<file path="config.mk">
export PLATFORM = sky130hd
export DESIGN_NAME = gr8ram_ctl_n
export DESIGN_NICKNAME = d
export VERILOG_FILES = /design/src/rtl/gr8ram_ctl_n.sv
export SDC_FILE = /design/constraint.sdc
export NUM_CORES = 1
export LEC_CHECK = 0
export BUFFER_PORTS_ARGS = -buffer_cell sky130_fd_sc_hd__buf_4
export CAP_MARGIN = 20
export CELL_PAD_IN_SITES_DETAIL_PLACEMENT = 1
export CELL_PAD_IN_SITES_GLOBAL_PLACEMENT = 2
export CORE_ASPECT_RATIO = 0.9
export CORE_MARGIN = 1
export CORE_UTILIZATION = 40
export DETAILED_ROUTE_END_ITERATION = 7
export GPL_TIMING_DRIVEN = 0
export PLACE_DENSITY = 0.95
export SLEW_MARGIN = 20
export SYNTH_ARGS = -nofsm -noshare
export SYNTH_HDL_FRONTEND = slang
export SYNTH_SLANG_ARGS = --single-unit
</file>
<file path="constraint.sdc">
create_clock -name C7M -period 4.6 [get_ports C7M]
set_input_delay 0 -clock C7M [delete_from_list [all_inputs] [get_ports C7M]]
set_output_delay 0 -clock C7M [all_outputs]
set_load 0.1 [all_outputs]
</file>
<file path="src/rtl/gr8ram_ctl_n.sv">
// gr8ram_ctl_n: Apple II slot-card DRAM controller with an auto-stepping address window.
// A 3-bit 7M phase counter locks to PHI1 and interleaves one data access and CBR refresh per Apple cycle.
module gr8ram_ctl_n #(
    parameter int RA_W       = 11,
    parameter int BANK_LOG2  = 2,
    parameter int REF_PERIOD = 13
) (
    input  logic                        C7M,
    input  logic                        RES,
    input  logic                        PHI1,
    input  logic                        nDEVSEL,
    input  logic                        nIOSEL,
    input  logic                        nWE,
    input  logic [3:0]                  A,
    input  logic [7:0]                  D_i,
    output logic [7:0]                  D_o,
    output logic                        D_oe,
    input  logic [7:0]                  RD_i,
    output logic [7:0]                  RD_o,
    output logic                        RD_oe,
    output logic [RA_W-1:0]             RA,
    output logic                        nRAS,
    output logic [(1<<BANK_LOG2)-1:0]   nCAS,
    output logic                        nRWE
);

    localparam int ADDR_W = 2 * RA_W + BANK_LOG2;
    localparam int NB     = (ADDR_W + 7) / 8;
    localparam int NBANK  = 1 << BANK_LOG2;
    localparam logic [2:0] NB_L     = 3'(NB);
    localparam logic [3:0] REF_LAST = 4'(REF_PERIOD - 1);
    localparam logic [NBANK-1:0] BANK0_ONEHOT = {{(NBANK-1){1'b0}}, 1'b1};

    logic [2:0]        sR, sNext;
    logic              prevPhi1R, phi0SeenR, regEnR, dbenR;
    logic              accessR, accessNext, accWriteR, accWriteNext;
    logic              refreshR, refreshNext, stepPendR;
    logic [ADDR_W-1:0] addrR, addrNext, accAddrR, accAddrNext;
    logic [7:0]        stepR, stepNext;
    logic [3:0]        refCntR;
    logic              regSel, dataSel;
    logic              rasWin, casWin, refRasWin, refCasWin;
    logic [BANK_LOG2-1:0] bank;
    logic [RA_W-1:0]   raNext;
    logic [31:0]       addrWr, addrRd;
    logic [7:0]        rdData;

    assign regSel  = ~nDEVSEL & regEnR;
    assign dataSel = regSel & (A == 4'd8);

    // Phase counter: resync to 1 on a PHI1 rise seen after PHI0, else count up and saturate at 7.
    always_comb begin
        sNext = sR;
        if (PHI1 && !prevPhi1R && phi0SeenR) begin
            sNext = 3'd1;
        end else if (sR == 3'd0) begin
            sNext = 3'd0;
        end else if (sR == 3'd7) begin
            sNext = 3'd7;
        end else begin
            sNext = sR + 3'd1;
        end
    end

    // Per-cycle access/refresh flags and the strobe windows they open in the next phase.
    always_comb begin
        accessNext   = accessR;
        accWriteNext = accWriteR;
        accAddrNext  = accAddrR;
        refreshNext  = refreshR;
        if (sR == 3'd4) begin
            accessNext   = dataSel;
            accWriteNext = ~nWE;
            accAddrNext  = addrR;
        end else begin
            accessNext   = accessR;
        end
        if (sR == 3'd1) begin
            refreshNext = (refCntR == 4'd0);
        end else begin
            refreshNext = refreshR;
        end
        rasWin    = accessNext & (sNext >= 3'd5);
        casWin    = accessNext & (sNext >= 3'd6);
        refCasWin = refreshNext & (sNext >= 3'd2) & (sNext <= 3'd4);
        refRasWin = refreshNext & (sNext >= 3'd3) & (sNext <= 3'd4);
        bank      = accAddrNext[ADDR_W-1 -: BANK_LOG2];
        if (accessNext && (sNext == 3'd5)) begin
            raNext = accAddrNext[2*RA_W-1:RA_W];
        end else if (casWin) begin
            raNext = accAddrNext[RA_W-1:0];
        end else begin
            raNext = RA;
        end
    end

    // Address/STEP update: post-access step with full carry, or a register write at S6.
    always_comb begin
        addrWr   = 32'(addrR);
        addrNext = addrR;
        stepNext = stepR;
        if ((sR == 3'd7) && stepPendR) begin
            addrNext = addrR + {{(ADDR_W-8){stepR[7]}}, stepR};
        end else if ((sR == 3'd6) && regSel && !nWE) begin
            case (A)
                4'd0, 4'd1, 4'd2, 4'd3: begin
                    if ({1'b0, A[1:0]} < NB_L) begin
                        addrWr[{A[1:0], 3'b000} +: 8] = D_i;
                        addrNext = addrWr[ADDR_W-1:0];
                    end else begin
                        addrNext = addrR;
                    end
                end
                4'd9:    stepNext = D_i;
                default: addrNext = addrR;
            endcase
        end else begin
            addrNext = addrR;
        end
    end

    // Register readback mux; bytes beyond the address width read as zero.
    always_comb begin
        addrRd = 32'(addrR);
        rdData = 8'h00;
        case (A)
            4'd0, 4'd1, 4'd2, 4'd3: rdData = addrRd[{A[1:0], 3'b000} +: 8];
            4'd8:                   rdData = RD_i;
            4'd9:                   rdData = stepR;
            default:                rdData = 8'h00;
        endcase
    end

    assign D_oe  = dbenR & nWE & regSel;
    assign D_o   = (dbenR & regSel) ? rdData : 8'h00;
    assign RD_o  = D_i;
    assign RD_oe = dbenR & ~nWE & dataSel;

    // Controller state and registered DRAM strobes.
    always_ff @(posedge C7M or posedge RES) begin
        if (RES) begin
            sR        <= 3'd0;
            prevPhi1R <= 1'b0;
            phi0SeenR <= 1'b0;
            regEnR    <= 1'b0;
            dbenR     <= 1'b0;
            accessR   <= 1'b0;
            accWriteR <= 1'b0;
            accAddrR  <= {ADDR_W{1'b0}};
            refreshR  <= 1'b0;
            stepPendR <= 1'b0;
            addrR     <= {ADDR_W{1'b0}};
            stepR     <= 8'h01;
            refCntR   <= 4'd0;
            RA        <= {RA_W{1'b0}};
            nRAS      <= 1'b1;
            nCAS      <= {NBANK{1'b1}};
            nRWE      <= 1'b1;
        end else begin
            sR        <= sNext;
            prevPhi1R <= PHI1;
            if (!PHI1) begin
                phi0SeenR <= 1'b1;
            end
            if ((sR == 3'd4) && !nIOSEL) begin
                regEnR <= 1'b1;
            end
            if ((sR == 3'd4) && dataSel) begin
                stepPendR <= 1'b1;
            end else if (sR == 3'd7) begin
                stepPendR <= 1'b0;
            end
            if (sR == 3'd3) begin
                refCntR <= (refCntR == REF_LAST) ? 4'd0 : refCntR + 4'd1;
            end
            dbenR     <= (sNext >= 3'd4);
            accessR   <= accessNext;
            accWriteR <= accWriteNext;
            accAddrR  <= accAddrNext;
            refreshR  <= refreshNext;
            addrR     <= addrNext;
            stepR     <= stepNext;
            RA        <= raNext;
            nRAS      <= ~(rasWin | refRasWin);
            nCAS      <= ~({NBANK{refCasWin}} | ({NBANK{casWin}} & (BANK0_ONEHOT << bank)));
            nRWE      <= ~(rasWin & accWriteNext);
        end
    end

endmodule

</file>
==> results of run 1 <==
[where the power goes]
part | internal (W) | total, W | switching [W]
Clock | 0.000383 | 0.000714 | 0.000331
Combinational | 0.000564 | 0.00174 | 0.00117
Sequential | 0.000991 | 0.00119 | 0.000199
Total | 0.00194 | 0.00364 | 0.00170
[worst paths after layout]
kind | startpoint | to | slack [ns] | cells past startpoint
setup / recovery | stepR[7] | addrR[20] | 1.68 | 8
hold / removal | A[0] | addrR[16] | 0.09 | 4
setup reg to reg | stepR[7] | addrR[20] | 1.68 | 8
hold reg to reg | phi0SeenR | phi0SeenR | 0.47 | 1
max in group asynchronous | RES | nRWE | 3.59 | 4
min in group asynchronous | RES | refCntR[2] | 0.31 | 3
[layout make-up]
cell class | instances | share of cell area (%)
well taps | 168 | 3.15
repair buffers | 73 | 8.86
clock buffers | 10 | 3.59
flip-flops and latches | 88 | 33.2
clock inverters | 6 | 0.657
plain buffers | 30 | 2.57
inverters | 44 | 2.52
multi-input cells | 421 | 45.5
[per-layer routing]
layer | track usage [%] | part of all wire (%) | vias to the layer above
met5 | 0 | 0 | -
met3 | 3.80 | 4.2 | 43
met4 | 12.9 | 3.4 | 0
li1 | - | - | 2274
met2 | 43.6 | 49 | 137
met1 | 33.0 | 44 | 2470
[repair_timing]
action	CTS	global route
buffers inserted	0	0
hold buffers	12	0
endpoints found under the hold margin	54	0
[flip-flops by register name, indices dropped and copies added (netlist names), 3 cells and up]
name	cells
RA	11
accAddrR	24
addrR	24
nCAS	4
refCntR	4
sR	3
stepR	8
[stage by stage]
stage                     instance area (µm²)  total power, W  std cells  utilization (%)
after floorplan                          5570         0.00244        583                -
after global placement                   6230         0.00281        811             46.3
after detailed placement                 6260         0.00291        812             46.5
after global routing                     6670         0.00385        840             49.5
final                                    6670         0.00364        840             49.5
after CTS                                6670         0.00364        840             49.5
[critical path: cells and delay by family (launching register included)]
kind,cells,cell delay [ns]
compound gates,5,1.05
simple gates,1,0.23
fa+ha+maj,1,0.44
xor+xnor,1,0.21
flops,1,0.82
[synth_stat cells (all sizes together), types with 11 or more instances]
cell and instances:
a21oi 42, a21o 11, nor2 33, inv 44, mux2i 34, buf 23, ha 33, o21ai 32
dfrtp 81, o221ai 21, nand2 79
[logic make-up after synthesis]
kind of cell,synth area share [%]
AND/OR/NAND/NOR,14.0
buffers and inverters,6.04
flip-flops,39.7
multiplexers,8.13
AO/OA/AOI/OAI,21.2
XOR/XNOR,3.14
adder cells (fa/ha/maj),7.77
==> results_dict.tcl, run 1 <==
set metrics [dict create \
    ir_drop_v 0.000273 \
    grt_max_degree 47 \
    status "finished, final reports clean" \
    whs_ns 0.0894 \
    clk_latency_ns 0.36 \
    worstSetupEndpointType "flop" \
    clk_pin_slew_ns 0.07 \
    cts_tree "built" \
    period_share_pct 63.5 \
    root_buffer "clkbuf_16" \
    grt_first_pass_wirelength_mm 28.3 \
    fp.dieW_um 126 \
    fmax_mhz 343 \
    ys_ff_latch 88 \
    cp_slowest_cell "dfrtp_1" \
    seq_area_frac_synth_pct 39.7 \
    portBuffers 60 \
    grt_overflow 0 \
    synth_flop_cell "dfrtp_1" \
    syn-instance-count 583 \
    cts.repair.resized 0 \
    tns_ns 0 \
    place_hpwl_mm 13.3 \
    ctsLongestPathBuffers 2 \
    fin_nets 727 \
    max_cap_viol_count 0 \
    cellLeakagePower_nw 3.20 \
    start_util_pct 41.4 \
    drive_above_1_share_pct 21.4 \
    syn_area_um2 5570 \
    vias_per_cell 5.86 \
    coreArea_um2 13500 \
    final_cell_mix "dfrtp_1 (81), nand2_1 (78), buf_4 (72), inv_1 (43), a21oi_1 (38)" \
    avgSynthCellArea_um2 9.56 \
    hold_violations 0 \
    ios 61 \
    period_needed_ns 2.92 \
    synthTopCellsByArea "dfrtp_1 (36%), ha_1 (7.4%), mux2i_1 (6.1%)" \
    place_ws_ns 1.72 \
    layout_commonest_cell "dfrtp_1" \
    via_count 4924 \
    ff_latch_area_um2 2210 \
    htreeDepth 3 \
    die_y_um 114 \
    grt_use_total_pct 26.0 \
    report.final.slew_viol_count 0 \
    worst_slack_ns 1.68 \
    synth.distinct_cells 68 \
    synth_nets 643 \
    drt-total-wl_mm 17.6 \
    clock-sinks 88 \
    drt-pass1-iter-count 5 \
    path_cells "ha_1, and3_1, a221o_1, a21boi_2, a211oi_2, o22ai_1, xor2_1, o221ai_1" \
    wl_per_cell_um 21.0 \
    tightest_slew_ns 0.876 \
    worstPathArrival_ns 3.13 \
    synthArstFlopShare_pct 100 \
    hold_path_class "in -> reg" \
    cellPowerDensity_nw_per_um2 546 \
    rows 40 \
    critPathMaxFanout 17 \
    crit_type "reg -> reg" \
    dr.first_iter.drc_count 275 \
    fin_worst_skew_ns 0.00839 \
    synth-edff-count 0 \
    antenna_found_initial 0 \
    numCtsBuffers 9 \
    setup_viol 0 \
    multi_input_area_um2 3030 \
    routabilityCongestion 0.897 \
    synth_top_area_cell "dfrtp_1" \
    rsz0062_at_grt "false" \
    area_growth_pct 19.6 \
    critPathRequiredTime_ns 4.81 \
    die_area_um2 14400 \
    cp_slowest_stage_delay_ns 0.82 \
    ys_warn_count 0 \
    drc 0 \
    num_antenna_cells 0 \
    synth_top_area_share_pct 36.4 \
    n_fill_cell 1538 \
    grt_pass1_vias 5239 \
    drtAntennaViolNets 0 \
    start_kind "flop" \
    max_slew_margin_pct 41.4 \
]
(Power assumes the default switching activity.)
==> run 2: changes to the inputs <==
CORE_UTILIZATION = 34   (was 40)
PLACE_DENSITY = 0.87   (was 0.95)
clock period = 2.43 ns   (was 4.6 ns; I/O delays follow)
==> run 2 against run 1 <==
Against the previous run: the run now ends with negative setup slack left; global-route usage decreased by 3.4 points; cell count up 6.9%; clock power increased by 99%; maximum frequency increased by 15%; register-to-register slack lost 1.8 ns; combinational power is 110% higher; critical endpoint is now addrR[22]; largest power group unchanged.
==> results_dict.tcl, run 2 (same netlist as run 1, synthesis figures left out) <==
set metrics [dict create \
    grt_max_degree 54 \
    seqPwrFrac_pct 31.4 \
    final_cell_mix "buf_4 (91), dfrtp_1 (78), nand2_1 (75), inv_1 (41), mux2i_1 (34)" \
    hold_path_class "in -> reg" \
    power_frac_clock_pct 19.4 \
    n_fill_cell 1802 \
    wl_per_cell_um 20.9 \
    num_antenna_cells 0 \
    routabilityCongestion 0.847 \
    clk_pin_slew_ns 0.07 \
    place_ws_ns -0.382 \
    cts_tree "built" \
    numCtsBuffers 9 \
    drt-total-wl_mm 18.7 \
    path_cells "buf_12, ha_4, a21o_1, a221o_1, a21boi_2, a211oi_4, o21ai_1, mux2i_1, nand3_1" \
    grt_use_total_pct 22.6 \
    cp-startpoint "stepR[7]" \
    place_hpwl_mm 13.5 \
    cp_slowest_cell "dfrtp_4" \
    cp_slowest_stage_delay_ns 0.49 \
    drive_above_1_share_pct 29.7 \
    portBuffers 60 \
    max_cap_viol_count 0 \
    r2r_cells 9 \
    timing.rr.start "stepR[7]" \
    die_y_um 123 \
    worstSetupEndpointType "flop" \
    ir_drop_v 0.000911 \
    clk_latency_ns 0.35 \
    dr.first_iter.drc_count 277 \
    crit_type "reg -> reg" \
    cellLeakagePower_nw 3.35 \
    drt-pass1-iter-count 5 \
    period_share_pct 104 \
    critPathMaxFanout 7 \
    report.final.slew_viol_count 0 \
    fin_worst_skew_ns 0.00571 \
    via_count 4941 \
    period_needed_ns 2.53 \
    post_dp_cell_area_um2 6310 \
    tns_ns -0.358 \
    fmax_mhz 395 \
    grt_busiest_layer "met2" \
    hold_path_depth 3 \
    vias_per_cell 5.50 \
    clock-sinks 88 \
    grtUsageMet3_pct 2.67 \
    p_comb_share_pct 49.2 \
    htreeDepth 3 \
    p_int_w 0.00393 \
    area_growth_pct 29.3 \
    start_util_pct 34.7 \
    root_buffer "clkbuf_16" \
    reg_top3 "accAddrR x24, addrR x24, RA x11" \
    netSwitchingPower_w 0.00338 \
    antenna_found_initial 0 \
    p_total_w 0.00731 \
    hold_violations 0 \
    max_slew_margin_pct 40.2 \
    tightest_slew_ns 0.895 \
    switching_share_pct 46.3 \
    setup_viol 5 \
    worstPathArrival_ns 2.76 \
    drc 0 \
    grt_first_pass_wirelength_mm 28.2 \
    ctsLongestPathBuffers 2 \
    fin_nets 746 \
    grt_overflow 0 \
    status "complete, but fails checks" \
    grt_pass1_vias 4980 \
    grtUsageMet2_pct 35.7 \
    worst_slack_ns -0.102 \
    critPathRequiredTime_ns 2.66 \
    postLayoutCellArea_um2 7200 \
    grt_use_met1_pct 31.4 \
    die_area_um2 16900 \
    worstHoldStart "D_i[0]" \
    start_kind "flop" \
    rows 44 \
    drtAntennaViolNets 0 \
    violations "negative setup slack" \
    coreArea_um2 16100 \
    layout_commonest_cell "buf_4" \
    rsz0062_at_grt "true" \
    cellPowerDensity_nw_per_um2 1010 \
    ios 61 \
    fp.dieW_um 137 \
]
## run 2: final cells by class
type | count | area, µm² | area share [%]
Multi-Input combinational cell | 421 | 3330 | 46.2
Sequential cell | 88 | 2220 | 30.8
Timing Repair Buffer | 93 | 753 | 10.5
Tap cell | 207 | 259 | 3.59
Clock buffer | 9 | 225 | 3.13
Buffer | 29 | 183 | 2.54
Inverter | 44 | 168 | 2.33
Clock inverter | 7 | 70.1 | 0.973
## run 2: worst max-delay path, delay by kind of cell (launching register included)
kind / cells / cell delay [ns]
AOI/OAI and AO/OA: 5 / 1.23
adders and majority gates: 1 / 0.24
buffers and inverters: 1 / 0.16
DFF: 1 / 0.49
muxes: 1 / 0.22
and+or+nand+nor: 1 / 0.08
## run 2: path summary, 6_finish.rpt
check	endpoint	slack, ns
min reg2reg	regEnR	0.48
min in group asynchronous	refCntR[2]	0.33
min	addrR[8]	0.007
max	addrR[22]	-0.10
max in group asynchronous	stepR[0]	1.40
max reg2reg	addrR[22]	-0.10
## run 2: per-stage QoR
stage / utilization, % / instances / hold WS (ns)
floorplan: - / 583 / 0.0314
global placement: 39.1 / 850 / 0.126
detailed placement: 39.3 / 851 / 0.132
CTS: 43.1 / 886 / 0.000269
global route: 44.8 / 898 / 0.0137
finish: 44.8 / 898 / 0.00663
## run 2: timing repair
item,CTS,global route
pin swaps,10,14
hold buffers,12,0
resized for setup,29,35
gates cloned,0,0
endpoints found under the setup margin,23,36
buffers inserted,7,13
endpoints found under the hold margin,61,0
## run 2: per-layer routing
metal | routed length (µm) | vias to the layer above
li1 | - | 2306
met1 | 8750 | 2479
met2 | 8760 | 123
met3 | 725 | 33
met4 | 512 | 0
met5 | 0 | -
## run 2: power by group through the flow
stage	combinational [W]	sequential [W]	clock, W
6_report	0.00360	0.00229	0.00142
3_3_place_gp	0.00309	0.00226	0
4_1_cts	0.00337	0.00227	0.00144
5_1_grt	0.00387	0.00233	0.00150
2_1_floorplan	0.00189	0.00273	0
3_5_place_dp	0.00321	0.00229	0
==> run 3: changes to the inputs <==
CORE_UTILIZATION = 38   (was 34)
PLACE_DENSITY = 0.91   (was 0.87)
clock period = 2.89 ns   (was 2.43 ns; I/O delays follow)
==> run 3 against run 2 <==
Against the previous run: cell count down 3.7%; sequential power down 17%; wire length down 6.7%; the run now ends clean; critical endpoint unchanged.
==> results_dict.tcl, run 3 (same netlist as run 1, synthesis figures left out) <==
set metrics [dict create \
    status "finished, final reports clean" \
    wl_per_cell_um 20.2 \
    ctsLongestPathBuffers 2 \
    period_share_pct 95.5 \
    cellLeakagePower_nw 3.20 \
    cts_tree "built" \
    die_y_um 117 \
    grt_pass1_vias 5072 \
    coreArea_um2 14200 \
    portBuffers 60 \
    final_cell_mix "dfrtp_1 (80), nand2_1 (78), buf_4 (72), inv_1 (43), a21oi_1 (38)" \
    hold_violations 0 \
    reg_top3 "accAddrR x24, addrR x24, RA x11" \
    drc 0 \
    fmax_mhz 362 \
    max_slew_margin_pct 47.8 \
    numCtsBuffers 9 \
    die_area_um2 15200 \
    n_fill_cell 1675 \
    drt-pass1-iter-count 8 \
    ios 61 \
    report.final.slew_viol_count 0 \
    drive_above_1_share_pct 21.6 \
    start_util_pct 39.4 \
    grt_use_total_pct 24.8 \
    area_growth_pct 20.8 \
    fin_nets 727 \
    grt_first_pass_wirelength_mm 28.1 \
    routabilityCongestion 0.914 \
    clk_pin_slew_ns 0.07 \
    rows 41 \
    rsz0062_at_grt "false" \
    tightest_slew_ns 0.782 \
    clk_latency_ns 0.35 \
    critPathRequiredTime_ns 3.12 \
    drt-total-wl_mm 17.5 \
    fp.dieW_um 130 \
    critPathMaxFanout 3 \
    drtAntennaViolNets 0 \
    place_hpwl_mm 13.4 \
    worstPathArrival_ns 2.99 \
    grt_max_degree 48 \
    grt_overflow 0 \
    antenna_found_initial 0 \
    start_kind "flop" \
    vias_per_cell 5.60 \
    worstSetupEndpointType "flop" \
    via_count 4846 \
    ir_drop_v 0.000456 \
    dr.first_iter.drc_count 236 \
    clock-sinks 88 \
    max_cap_viol_count 0 \
    fin_worst_skew_ns 0.00390 \
    num_antenna_cells 0 \
    htreeDepth 3 \
    layout_commonest_cell "dfrtp_1" \
    hold_path_class "in -> reg" \
    root_buffer "clkbuf_16" \
    postLayoutCoreUtil_pct 47.5 \
    crit_type "reg -> reg" \
    whs_ns 0.101 \
    setup_viol 0 \
    cellPowerDensity_nw_per_um2 870 \
    period_needed_ns 2.76 \
]
## run 3: cell count changes in the layout (fill, tap and decap cells not counted), sizes merged
cell      before  now
buf          104   84
clkinvlp       1    2
clkbuf        15   17
clkinv         3    1
## run 3: path summary, 6_finish.rpt
check	from	endpoint	slack, ns	depth (start not counted)
worst max-delay path	stepR[0]	addrR[22]	0.13	10
worst min-delay path	A[0]	addrR[20]	0.10	4
worst max register to register	stepR[0]	addrR[22]	0.13	10
worst min register to register	phi0SeenR	phi0SeenR	0.47	1
max in group asynchronous	RES	nCAS[1]	1.96	4
min in group asynchronous	RES	refCntR[2]	0.27	3
## run 3: through the flow
step / setup TNS (ns) / total power (W) / area [µm²] / std cells / worst slack, ns
2_1_floorplan: 0 / 0.00389 / 5570 / 583 / 0.350
3_3_place_gp: -37.52 / 0.00449 / 6260 / 836 / -0.467
3_5_place_dp: -0.00278 / 0.00462 / 6300 / 837 / -0.00278
4_1_cts: 0 / 0.00585 / 6720 / 865 / 0.0435
5_1_grt: 0 / 0.00619 / 6730 / 865 / 0.0311
6_report: 0 / 0.00585 / 6730 / 865 / 0.130
## run 3: critical path: stages, from the launching register on
cell	delay [ns]
dfstp_2	0.57
ha_1	0.21
inv_1	0.07
fa_1	0.41
nor2b_2	0.17
o2111ai_1	0.15
a21bo_2	0.28
a211oi_4	0.30
o21ai_0	0.20
mux2i_1	0.20
nand3_1	0.09
## run 3: cell type report
| cell class | count | area [µm²] | area share, % |
|---|---|---|---|
| clock inverters | 6 | 67.6 | 1.00 |
| multi-input cells | 421 | 3040 | 45.2 |
| clock buffers | 10 | 229 | 3.40 |
| flip-flops and latches | 88 | 2210 | 32.9 |
| plain buffers | 30 | 171 | 2.55 |
| inverters | 44 | 168 | 2.49 |
| well taps | 193 | 241 | 3.59 |
| repair buffers | 73 | 598 | 8.89 |
## run 3: timing repair
action,CTS,global route
setup endpoints to repair,1,3
setup buffers,0,0
endpoints found under the hold margin,55,0
hold buffers,12,0
resized for setup,1,2
## run 3: metal layers
layer	wire (µm)	GRT usage (%)	share of wire, %
met1	7930	33.0	45
met2	8590	42.1	49
met3	720	4.23	4.1
met4	236	6.28	1.4
met5	0	0	0
## run 3: report_power, final
part / internal, W / switching, W / total [W]
combinational: 0.000901 / 0.00185 / 0.00275
clock: 0.000675 / 0.000523 / 0.00120
sequential: 0.00158 / 0.000325 / 0.00190
total: 0.00315 / 0.00270 / 0.00585
